### config.mk
export PLATFORM = sky130hd
export DESIGN_NAME = hazard_ctrl
export DESIGN_NICKNAME = d
export VERILOG_FILES = /design/src/rtl/hazard_ctrl.sv
export SDC_FILE = /design/constraint.sdc
export NUM_CORES = 1
export LEC_CHECK = 0
export ABC_AREA = 0
export CAP_MARGIN = 20
export CORE_AREA = 2 2 40 42
export CTS_CLUSTER_DIAMETER = 40
export DETAILED_ROUTE_END_ITERATION = 8
export DIE_AREA = 0 0 42 44
export HOLD_SLACK_MARGIN = 0.05
export PLACE_DENSITY = 0.79
export SETUP_SLACK_MARGIN = 0.02
export SLEW_MARGIN = 40
export SYNTH_ARGS = -nofsm -noshare
export SYNTH_HDL_FRONTEND = slang
export SYNTH_SLANG_ARGS = --single-unit
### constraint.sdc
create_clock -name clk -period 2.03 [get_ports clk]
set_input_delay 0.406 -clock clk [delete_from_list [all_inputs] [get_ports clk]]
set_output_delay 0.406 -clock clk [all_outputs]
set_load 0.005 [all_outputs]
### src/rtl/hazard_ctrl.sv
// Hazard and sequencing controller for the 5-stage, 4-register pipeline.
// Generates EX forwarding selects, load-use stalls, branch flushes and the interrupt-entry sequence.
module hazard_ctrl (
  input  logic       clk,
  input  logic       rst_n,
  input  logic [1:0] id_ra,
  input  logic [1:0] id_rb,
  input  logic       id_use_ra,
  input  logic       id_use_rb,
  input  logic [1:0] ex_ra,
  input  logic [1:0] ex_rb,
  input  logic [1:0] ex_rd,
  input  logic       ex_RW,
  input  logic       ex_MR,
  input  logic       ex_br_taken,
  input  logic [1:0] mem_rd,
  input  logic       mem_RW,
  input  logic       mem_MR,
  input  logic [1:0] wb_rd,
  input  logic       wb_RW,
  input  logic       intr,
  output logic       pc_en,
  output logic       ifid_en,
  output logic       ifid_flush,
  output logic       idex_flush,
  output logic [1:0] fwd_a,
  output logic [1:0] fwd_b,
  output logic       epc_ld,
  output logic       vec_sel,
  output logic       int_ack
);

  typedef enum logic [1:0] {
    ST_RUN    = 2'd0,
    ST_DRAIN  = 2'd1,
    ST_VECTOR = 2'd2
  } state_e;

  state_e     state_q, state_d;
  logic [1:0] drn_cnt_q, drn_cnt_d;
  logic       luse_s;
  logic [1:0] fwd_a_s, fwd_b_s;

  // A load result is not available in M yet, so only non-load M results may forward.
  function automatic logic [1:0] fwd_sel(
    input logic [1:0] src,
    input logic [1:0] m_rd,
    input logic       m_rw,
    input logic       m_mr,
    input logic [1:0] w_rd,
    input logic       w_rw
  );
    logic [1:0] sel;
    if (m_rw && !m_mr && (m_rd == src)) begin
      sel = 2'b01;
    end else if (w_rw && (w_rd == src)) begin
      sel = 2'b10;
    end else begin
      sel = 2'b00;
    end
    return sel;
  endfunction

  // Operand forwarding selects and load-use detection.
  always_comb begin
    fwd_a_s = fwd_sel(ex_ra, mem_rd, mem_RW, mem_MR, wb_rd, wb_RW);
    fwd_b_s = fwd_sel(ex_rb, mem_rd, mem_RW, mem_MR, wb_rd, wb_RW);
    luse_s  = ex_MR && ex_RW &&
              ((id_use_ra && (id_ra == ex_rd)) || (id_use_rb && (id_rb == ex_rd)));
  end

  // State and drain-counter registers.
  always_ff @(posedge clk or negedge rst_n) begin
    if (!rst_n) begin
      state_q   <= ST_RUN;
      drn_cnt_q <= 2'd0;
    end else begin
      state_q   <= state_d;
      drn_cnt_q <= drn_cnt_d;
    end
  end

  // Next-state logic: a taken branch always takes precedence over interrupt entry.
  always_comb begin
    state_d   = state_q;
    drn_cnt_d = drn_cnt_q;
    case (state_q)
      ST_RUN: begin
        if (ex_br_taken) begin
          state_d = ST_RUN;
        end else if (intr) begin
          state_d   = ST_DRAIN;
          drn_cnt_d = 2'd1;
        end else begin
          state_d = ST_RUN;
        end
      end
      ST_DRAIN: begin
        if (drn_cnt_q == 2'd0) begin
          state_d = ST_VECTOR;
        end else begin
          drn_cnt_d = drn_cnt_q - 2'd1;
        end
      end
      ST_VECTOR: begin
        state_d = ST_RUN;
      end
      default: begin
        state_d   = ST_RUN;
        drn_cnt_d = 2'd0;
      end
    endcase
  end

  // Output logic; while reset is held the pipe is frozen and flushed.
  always_comb begin
    pc_en      = 1'b0;
    ifid_en    = 1'b0;
    ifid_flush = 1'b0;
    idex_flush = 1'b0;
    fwd_a      = 2'b00;
    fwd_b      = 2'b00;
    epc_ld     = 1'b0;
    vec_sel    = 1'b0;
    int_ack    = 1'b0;
    if (!rst_n) begin
      ifid_flush = 1'b1;
      idex_flush = 1'b1;
    end else begin
      fwd_a = fwd_a_s;
      fwd_b = fwd_b_s;
      case (state_q)
        ST_RUN: begin
          if (ex_br_taken) begin
            pc_en      = 1'b1;
            ifid_en    = 1'b1;
            ifid_flush = 1'b1;
            idex_flush = 1'b1;
          end else if (intr) begin
            ifid_flush = 1'b1;
            idex_flush = 1'b1;
            epc_ld     = 1'b1;
          end else if (luse_s) begin
            idex_flush = 1'b1;
          end else begin
            pc_en   = 1'b1;
            ifid_en = 1'b1;
          end
        end
        ST_DRAIN: begin
          ifid_flush = 1'b1;
          idex_flush = 1'b1;
        end
        ST_VECTOR: begin
          vec_sel    = 1'b1;
          pc_en      = 1'b1;
          ifid_en    = 1'b1;
          int_ack    = 1'b1;
          idex_flush = 1'b1;
        end
        default: begin
          ifid_flush = 1'b1;
          idex_flush = 1'b1;
        end
      endcase
    end
  end

endmodule

* After elaboration in Yosys (flattened, before gate mapping) *
Index checks and enable logic that the tools add are counted.

word-level totals
  register bits = 4
  input bits = 25
  output and inout bits = 11
  word-level logic and storage cells = 63

operators by class
  add/subtract/negate cells = 1
  eq/ne operators = 12
  muxes and demuxes = 33
  bitwise logic cells = 1
  reduce and logical (&&, ||, !) cells = 14

operator list
  operator               count
  $mux W2                10
  $mux W1                19
  $eq A2 B2 Y1           6
  $logic_and A1 B1 Y1    9
  $ne A2 B2 Y1 const B   4
  $pmux W2 S3            1
  $logic_not A2 Y1       2
  $pmux W1 S2            2
  $pmux W2 S2            1
  $reduce_and A4 Y1      1
  $eq A2 B1 Y1 const B   1
  $eq A2 B2 Y1 const B   1
  $sub A2 B1 Y2 const B  1
  $logic_not A1 Y1       1
  $logic_or A1 B1 Y1     1
  $not A1 Y1             1

* Depth between registers and ports, before layout *
Gate-level depths: netlist of the first run.

  word-level depth = 9
  depth in mapped cells = 6
  mapped depth without buffers = 6

* Worst setup path before layout of the first run *
Ideal clock, no wire load.

  path type = input port to output port
  start = input port id_ra[0]
  end = output port pc_en
  arrival = 1138 ps
  required time = 1624 ps
  setup slack = 486 ps
  cell stages on the path = 5
  buffers on the path = 1
  cells stage by stage = xor2_1 nor2_1 a32oi_1 o31a_1 buf_4

on the way
  cells in the longest elaborated chain, start to end = 9

RTL lines
  item                  RTL line  text
  start, declared       6         input logic [1:0] id_ra,
  $eq A2 B2 Y1          69        ((id_use_ra && (id_ra == ex_rd)) || (id_use_rb && (id_rb == ex_rd)));
  $logic_and A1 B1 Y1   69
  $logic_or A1 B1 Y1    69
  $logic_and A1 B1 Y1   68        luse_s = ex_MR && ex_RW &&
  $mux W1 (3 in a row)  --
  $pmux W1 S2           --
  $mux W1               --
  end, declared         22        output logic pc_en,

Every way passes these cells.

* Worst setup path in the final report of the first run *
  start = input port id_ra[0]
  end = output port pc_en

on the way
  cells in the longest elaborated chain, start to end = 9

RTL lines
  item                 RTL line  text
  $eq A2 B2 Y1         69
  $logic_and A1 B1 Y1  69
  $logic_or A1 B1 Y1   69
  $logic_and A1 B1 Y1  68
  $mux W1              143       end else if (luse_s) begin
  $mux W1              139       end else if (intr) begin
  $mux W1              134       if (ex_br_taken) begin
  $pmux W1 S2          132       case (state_q)
  $mux W1              126       if (!rst_n) begin

Every way passes these cells.

==> results of run 1 <==
per-stage QoR:
| stage | TNS (ns) | hold WS, ns | cell area, um2 | util | power [mW] |
|---|---|---|---|---|---|
| floorplan | 0 | 0.110 | 450 | - | 0.314 |
| global route | 0 | 0.267 | 911 | 0.642 | 0.636 |
| CTS | 0 | 0.232 | 893 | 0.630 | 0.575 |
| global placement | -2.57 | 0.517 | 858 | 0.605 | 0.465 |
| detailed placement | -2.78 | 0.525 | 858 | 0.605 | 0.474 |
| finish | 0 | 0.234 | 911 | 0.642 | 0.578 |
cell families (layout without fill, tap and decap cells):
kind of cell,count (synthesis),in the layout,synth area share
compound gates,11,11,0.153
simple gates,23,23,0.297
flops,4,4,0.222
fa+ha+maj,1,1,0.0278
buf+inv,6,54,0.0666
xor+xnor,12,12,0.233
registers in the layout, summed over array words and instances, names as in the netlist:
register	flops
drn_cnt_q	2
state_q	2
what timing repair did:
| item | 4_1_cts | 5_1_grt |
|---|---|---|
| endpoints found under the setup margin | 11 | 5 |
| setup buffers | 5 | 0 |
| resized for setup | 36 | 8 |
| hold buffers | 0 | 0 |
| pin swaps | 11 | 4 |
power by group:
group	total, mW	switching [mW]	internal, mW
combinational	0.341	0.156	0.184
sequential	0.138	0.0254	0.113
clock	0.0991	0.0330	0.0662
total	0.578	0.215	0.364
routing by layer:
| metal | track usage | wire length, um | vias to the layer above |
|---|---|---|---|
| li1 | - | - | 287 |
| met1 | 0.208 | 574 | 254 |
| met2 | 0.328 | 799 | 28 |
| met3 | 0.0500 | 89 | 6 |
| met4 | 0.142 | 62 | 0 |
| met5 | 0 | 0 | - |
critical path: cells and delay by family:
family,cells,cell delay [ns]
buffers and inverters,3,0.52
AOI/OAI and AO/OA,2,0.33
and+or+nand+nor,1,0.17
xor gates and xnor gates,1,0.14
worst max-delay path by stage:
stage | start | endpoint | slack, ns
detailed placement | ex_rd[0] | ifid_en | -0.38
global route | id_ra[1] | pc_en | 0.02
CTS | ex_rd[0] | ifid_en | 0.03
floorplan | id_ra[0] | pc_en | 0.49
global placement | ex_rd[0] | pc_en | -0.35
finish | id_ra[0] | pc_en | 0.07
placed cells by master, fill, tap and decap left out, types with 2 or more instances in the layout:
cell,instances
dfrtp_1,4
clkdlybuf4s50_1,10
xor2_1,9
clkbuf_4,3
nor3_2,2
xnor2_2,2
inv_1,4
nor4_2,2
buf_4,12
dlygate4sd2_1,18
o22ai_1,3
buf_2,3
clkbuf_2,2
nor2_1,7
nand2_1,5
a21oi_1,4
area by class of cell:
cell class | count | area (um2) | area share
flip-flops and latches | 4 | 100 | 0.110
multi-input cells | 47 | 358 | 0.393
well taps | 16 | 20.0 | 0.0220
clock buffers | 3 | 22.5 | 0.0247
repair buffers | 47 | 395 | 0.434
inverters | 4 | 15.0 | 0.0165
==> results.md, run 1 <==
* Outcome: finished, final reports clean
* Pin count of the biggest net entering global routing at 7
* Final Worst Setup Slack at 0.0699 ns
* Initial antenna violation count at 0
* Distinct cells, synth at 22
* Final Cycle Share at 0.966
* Total CTS buffers at 3
* CP Capture Type: output pin
* Drt total wl at 1530 um
* Vias per inst at 4.75
* Worst slack, placed at -0.382 ns
* Max VDD drop at 0.000417 V
* Most frequent cell after synthesis: xor2_1
* Layout cells sized above 1 at 0.286
* Clk root buf: clkbuf_4
* Hold Path Class: input pin to asynchronous set/reset pin
* Number of antenna diodes at 0
* Starting density of the core at 0.317
* Overflow after GRT at 0
* Most instantiated cells after synthesis: xor2_1, nor2_1, nand2_1
* Number of flops mapped to enable cells by yosys at 0
* Area contributors post-synth: dfrtp_1, xor2_1, nor2_1
* Pleak at 0.455 nW
* Inst Count DP at 113
* Worst setup SP type: input pin
* CTS max path bufs at 2
* Worst-path cell chain: dlygate4sd2_1 -> xor2_1 -> nor2_1 -> a32oi_2 -> buf_4 -> o31a_1 -> buf_2
* Tmin final at 1.96 ns
* Max-slew violations at 0
* Cell taking the most area after synthesis: dfrtp_1
* H-tree depth at 1
* CTS tree: built
* Total track usage at 0.193
* R2r setup slk at 0.75 ns
* Dpl hpwl at 1160 um
* CP max FO at 2
* Critical path arrival at 1.55 ns
* Finished Layout Cells at 121
* Die height at 44 um
* Worst path required time at 1.62 ns
* Reg2reg path depth at 6
* Seq cells post-synth at 4
* PortBufs at 35
* Fmax at 510 MHz
* Fin. Hold Viols at 0
* Max Cap Viol at 0
* Critical Path Slowest Stage Cell: dlygate4sd2_1
* Clock tree sinks at 4
* I/O pin count at 36
* P per Cell Area at 635 nW/um2
* DR DRC count at 0
* Syn-to-layout area delta at 102%
* Global-route wire length before repair at 2620 um
* Clock latency on the worst-skew pair at 0.23 ns
* Unrepaired setup endpoints after global routing: false
* DR WL/cell at 12.6 um
* CP peak stage delay at 0.24 ns
* Top-area cell type share of the netlist area at 0.222
* Main synth FF type: dfrtp_1
* Worst reg2reg endpoint: drn_cnt_q[0]
* Final setup fails at 0
* Core ar. at 1420 um2
* Worst-Margin Slew at 0.203 ns
* Core Rows at 14
* Final Wtd Congestion at 0.787
* Cells after Synth at 57
* Die ar. at 1850 um2
* Seq/Total Area, Yosys at 0.222
* DRT iter0 DRCs at 7
* Fill cells at 126
* Crit Path Class: input pin to output pin
* Reg2reg start: drn_cnt_q[0]
* Clock Skew at 0.00195 ns
* Syn Area/Cell at 7.90 um2
* Antenna-violating nets left at 0
* Slew headroom at 0.865
* Final nets at 133
* Via count at 575
* Mapped Area at 450 um2
* Synth Net Count at 83
* Clk slew on worst S/H paths at 0.04 ns
* Vias in the first global route at 587
* First-pass DRT Iterations at 4
* Die width at 42 um
* Ys async rst share at 1.00
* Yosys warns at 0
Note: power is estimated with default switching activity, not from simulation.
==> inputs of run 2 (changes only) <==
Settings changed: CORE_AREA 2 2 40 42 to 5 5 43 45, DIE_AREA 0 0 42 44 to 0 0 48 50, PLACE_DENSITY 0.79 to 0.88.
==> run 2 against run 1 <==
  * Utilization increased by 1.4 points
  * Sequential power grew 12%
  * Global-route usage down 3.1 points
  * Die area is 30% higher
  * Sequential share of layout area decreased by 0.23 points
  * Clock skew grew 0.0022 ns
  * Critical path type unchanged
==> results.md, run 2 (synthesis gave the netlist of run 1 again) <==
* Outcome: finished, final reports clean
* Die ar. at 2400 um2 (+30%)
* Critical Path Slowest Stage Cell: clkdlybuf4s50_1
* Pleak at 0.499 nW (+9.5%)
* Most frequent cells in the layout: dlygate4sd2_1, buf_4, clkdlybuf4s50_1, xor2_1, nor2_1
* Final setup fails at 0 (unchanged)
* Overflow after GRT at 0 (unchanged)
* Pin count of the biggest net entering global routing at 7 (unchanged)
* Max VDD drop at 0.000384 V (-7.9%)
* Vias per inst at 5.09 (+7.1%)
* Total CTS buffers at 3 (unchanged)
* Vias in the first global route at 639 (+8.9%)
* Total track usage at 0.162 (-0.0313)
* Via count at 616 (+7.1%)
* Clk root buf: clkbuf_4
* Syn-to-layout area delta at 109%
* H-tree depth at 1 (unchanged)
* CTS tree: built
* Drt total wl at 1900 um (+24%)
* Initial antenna violation count at 0 (unchanged)
* Clk slew on worst S/H paths at 0.04 ns (about the same)
* Worst reg2reg endpoint: drn_cnt_q[0]
* Global-route wire length before repair at 2790 um (+6.3%)
* Number of antenna diodes at 0 (unchanged)
* R2r setup slk at 0.73 ns (-0.02 ns)
* Unrepaired setup endpoints after global routing: false
* Post-Route Utilization at 0.656 (+0.0139)
* Hold buffers post-CTS at 0 (unchanged)
* Crit Path Class: input pin to output pin
* Worst hold slack at 0.306 ns (+0.0722 ns)
* Core ar. at 1440 um2 (+1.2%)
* Final Power at 603 uW (+4.3%)
* CP Capture Type: output pin
* Area occupied by multi-input gates at 373 um2 (+4.2%)
* Area post-placement at 858 um2 (unchanged)
* Fmax at 522 MHz (+2.3%)
* Worst path required time at 1.62 ns (about the same)
* DR DRC count at 0 (unchanged)
* DR WL/cell at 15.7 um (+24%)
* I/O pin count at 36 (unchanged)
* Fill cells at 109 (-13%)
* Slew headroom at 0.809 (-0.0563)
* Starting density of the core at 0.314 (-0.00387)
* Biggest regs: drn_cnt_q: 2 flops, state_q: 2 flops
* CTS max path bufs at 2 (unchanged)
* CP peak stage delay at 0.40 ns (+0.16 ns)
* P per Cell Area at 640 nW/um2 (+0.88%)
* CP max FO at 2 (unchanged)
* Max Cap Viol at 0 (unchanged)
* Final nets at 133 (unchanged)
* Die height at 50 um (+14%)
* PortBufs at 35 (unchanged)
* Tmin final at 1.92 ns (-0.0448 ns)
* Worst setup SP type: input pin
* DRT iter0 DRCs at 19 (+12)
* Max-slew violations at 0 (unchanged)
* Most common cell after layout, fill and taps aside: dlygate4sd2_1
* Dpl hpwl at 1410 um (+21%)
* Reg2reg path depth at 6 (unchanged)
* Antenna-violating nets left at 0 (unchanged)
* Reg2reg start: drn_cnt_q[0]
* Fin. Hold Viols at 0 (unchanged)
* Post-route cell area at 942 um2 (+3.4%)
* Worst-path cell chain: clkdlybuf4s50_1 -> nand2b_4 -> nor3_4 -> and2_2 -> dlygate4sd2_1
* Final Wtd Congestion at 0.704 (-11%)
* Hold Path Class: input pin to asynchronous set/reset pin
* First-pass DRT Iterations at 4 (unchanged)
* Clock latency on the worst-skew pair at 0.25 ns (+0.02 ns)
* Die width at 48 um (+14%)
* Critical path arrival at 1.51 ns (-0.04 ns)
* Worst-Margin Slew at 0.286 ns (+0.0834 ns)
* FF+latch area at 101 um2 (+1.2%)
* Layout cells sized above 1 at 0.305 (+0.0190)
* Final Cycle Share at 0.943 (-0.0221)
* Clock tree sinks at 4 (unchanged)
* Core Rows at 14 (unchanged)
* Clock Skew at 0.00412 ns (+0.00216 ns)
## run 2: timing repair
| item | 4_1_cts | 5_1_grt |
|---|---|---|
| resized for setup | 41 | 8 |
| setup endpoints to repair | 11 | 7 |
| hold endpoints to repair | 0 | 0 |
| buffers inserted | 4 | 1 |
| pin swaps | 9 | 6 |
## run 2: worst max-delay path: cells and delay by family
family / cells / cell delay, ns
buf+inv: 2 / 0.62
simple gates: 3 / 0.48
## run 2: area by class of cell
class / count / area share
Timing Repair Buffer: 47 / 0.436
Multi-Input combinational cell: 47 / 0.396
Sequential cell: 4 / 0.108
Clock buffer: 3 / 0.0239
Tap cell: 16 / 0.0212
Inverter: 4 / 0.0159
## run 2: stage by stage
stage / instances / setup TNS, ns / setup slack (ns)
after global placement: 113 / -2.63 / -0.353
after floorplan: 57 / 0 / 0.486
after CTS: 120 / 0 / 0.0127
after detailed placement: 113 / -3.16 / -0.417
after global routing: 121 / 0 / 0.0309
final: 121 / 0 / 0.115
## run 2: how the worst max path moves through the flow
stage                           from        to  slack [ns]  cells after the start
after floorplan             id_ra[0]     pc_en        0.49                      5
after global placement      ex_rd[0]     pc_en       -0.35                      6
after detailed placement    ex_rd[0]     pc_en       -0.42                      6
after CTS                     mem_MR  fwd_a[1]        0.01                      6
after global routing      state_q[0]   int_ack        0.03                      3
final                         mem_MR  fwd_a[0]        0.11                      5
## run 2: power by group
group	leakage, nW	internal, mW	switching (mW)
clock	0.0138	0.0666	0.0396
sequential	0.0492	0.115	0.0394
combinational	0.436	0.186	0.158
## run 2: routing by layer
metal / wire length [um] / vias up / global-route usage
met3: 175 / 2 / 0.0182
met4: 29 / 0 / 0.0897
met1: 642 / 292 / 0.170
met2: 1050 / 34 / 0.289
met5: 0 / - / 0
li1: - / 288 / -
==> inputs of run 3 (changes only) <==
Settings changed: CORE_AREA 5 5 43 45 to 5 5 45 47, DIE_AREA 0 0 48 50 to 0 0 50 52, PLACE_DENSITY 0.88 to 0.81.
Clock period 2.03 ns to 2.15 ns, I/O delays scaled along.
==> run 3 against run 2 <==
  * Via count down 7.5%
  * Critical path depth decreased by 1
  * Clock skew down 0.0033 ns
  * Die area increased by 8.3%
  * Sequential cell count unchanged
  * Final cell count did not move
  * Cell area down 2.8%
  * Clock power down 18%
  * Setup slack got worse by 0.058 ns
  * Global-route usage decreased by 4.4 points
  * Worst hold slack got worse by 0.037 ns
  * Count of clock-buffer cells in the layout unchanged
==> results.md, run 3 (synthesis gave the netlist of run 1 again) <==
* Outcome: finished, final reports clean
* Drt total wl at 1570 um (-17%)
* Inst Count DP at 114 (+0.88%)
* Global-route wire length before repair at 2440 um (-12%)
* Hold Path Class: input pin to asynchronous set/reset pin
* Sum of negative setup slack at 0 ns (unchanged)
* PortBufs at 35 (unchanged)
* Via count at 570 (-7.5%)
* Unrepaired setup endpoints after global routing: true
* P per Cell Area at 584 nW/um2 (-8.8%)
* Area post-placement at 860 um2 (+0.15%)
* Most common cell after layout, fill and taps aside: clkdlybuf4s50_1
* Slew headroom at 0.863 (+0.0546)
* Final setup fails at 0 (unchanged)
* Critical path arrival at 1.66 ns (+0.15 ns)
* Final Cycle Share at 0.974
* Core Rows at 15 (+1)
* Biggest regs: drn_cnt_q: 2 flops, state_q: 2 flops
* Post-route cell area at 916 um2 (-2.8%)
* CTS max path bufs at 2 (unchanged)
* DRT iter0 DRCs at 5 (-14)
* DR WL/cell at 13.0 um (-17%)
* Overflow after GRT at 0 (unchanged)
* Pin count of the biggest net entering global routing at 7 (unchanged)
* Final Wtd Congestion at 0.720 (+2.3%)
* Max VDD drop at 0.000325 V (-15%)
* Clk root buf: clkbuf_4
* Tmin final at 2.09 ns
* Vias in the first global route at 567 (-11%)
* CP max FO at 3 (+1)
* H-tree depth at 1 (unchanged)
* First-pass DRT Iterations at 4 (unchanged)
* Post-Route Utilization at 0.567 (-0.0885)
* Most frequent cells in the layout: clkdlybuf4s50_1, dlygate4sd2_1, buf_4, xor2_1, nor2_1
* Worst-Margin Slew at 0.205 ns (-0.0809 ns)
* Total track usage at 0.118 (-0.0442)
* Die height at 52 um (+4.0%)
* Initial antenna violation count at 0 (unchanged)
* Layout cells sized above 1 at 0.269 (-0.0355)
* Die ar. at 2600 um2 (+8.3%)
* Worst setup SP type: input pin
* Max-slew violations at 0 (unchanged)
* Crit Path Class: input pin to output pin
* Pleak at 0.448 nW (-10%)
* Worst path required time at 1.72 ns (+0.10 ns)
* I/O pin count at 36 (unchanged)
* Die width at 50 um (+4.2%)
* Max Cap Viol at 0 (unchanged)
* CTS tree: built
* Core ar. at 1610 um2 (+12%)
* Starting density of the core at 0.279 (-0.0345)
* Dpl hpwl at 1300 um (-8.1%)
* Fmax at 478 MHz
* DR DRC count at 0 (unchanged)
* Antenna-violating nets left at 0 (unchanged)
* Fin. Hold Viols at 0 (unchanged)
* Worst slack, placed at -0.337 ns (+0.0803 ns)
* Fill cells at 138 (+27%)
* Clock latency on the worst-skew pair at 0.22 ns (-0.03 ns)
* Finished Layout Cells at 121 (unchanged)
* Total CTS buffers at 3 (unchanged)
* Clk slew on worst S/H paths at 0.04 ns (about the same)
* Final Worst Setup Slack at 0.0566 ns (-0.0581 ns)
* Clock Skew at 0.000823 ns (-0.00329 ns)
* Clock tree sinks at 4 (unchanged)
* CP Capture Type: output pin
* Number of antenna diodes at 0 (unchanged)
* Vias per inst at 4.71 (-7.5%)
* Syn-to-layout area delta at 103%
* Final nets at 132 (-0.75%)
run 3: cell types whose count changed in the layout (fill, tap and decap cells not counted), sizes merged:
cell	change
buf	-4
clkbuf	+2
clkdlybuf4s50	+6
dlygate4sd2	-2
dlymetal6s2s	-3
run 3: path summary, 6_finish.rpt:
check                               endpoint    startpoint  cells after the start  slack [ns]
worst min register to register  drn_cnt_q[0]    state_q[1]                      1        0.55
min in group clk                drn_cnt_q[0]    state_q[1]                      1        0.55
worst max register to register  drn_cnt_q[0]  drn_cnt_q[0]                      6        0.86
worst min-delay path            drn_cnt_q[1]         rst_n                      2        0.27
max in group asynchronous         state_q[1]         rst_n                      2        1.78
worst max-delay path              ifid_flush   ex_br_taken                      4        0.06
run 3: what timing repair did:
action,4_1_cts,5_1_grt
hold buffers,0,0
endpoints found under the setup margin,11,4
pin swaps,11,5
resized for setup,27,8
setup buffers,4,0
run 3: metal layers:
| metal | GRT usage | part of all wire | wire (um) | vias up |
|---|---|---|---|---|
| met1 | 0.138 | 0.43 | 675 | 261 |
| met4 | 0.0393 | 0 | 0 | 0 |
| met3 | 0.0115 | 0.048 | 75 | 0 |
| met5 | 0 | 0 | 0 | - |
| li1 | - | - | - | 288 |
| met2 | 0.218 | 0.52 | 816 | 21 |
run 3: final cells by class:
type,instances,area (um2),area share
clock buffers,3,22.5,0.0246
inverters,4,15.0,0.0164
multi-input cells,47,354,0.387
flip-flops and latches,4,100,0.109
well taps,17,21.3,0.0232
repair buffers,46,403,0.440
run 3: where the power goes:
group | internal [mW] | switching [mW] | leakage [nW]
Sequential | 0.107 | 0.0347 | 0.0505
Clock | 0.0621 | 0.0254 | 0.0138
Combinational | 0.167 | 0.139 | 0.384
run 3: critical path, cell delays in order:
cell and delay [ns]:
clkdlybuf4s50_1 0.53, nor2_1 0.05, o21bai_1 0.12, clkdlybuf4s50_1 0.52
run 3: metrics by stage:
stage | hold WS [ns] | power [mW]
floorplan | 0.134 | 0.297
global placement | 0.509 | 0.429
detailed placement | 0.520 | 0.442
CTS | 0.270 | 0.537
global route | 0.305 | 0.586
finish | 0.269 | 0.535
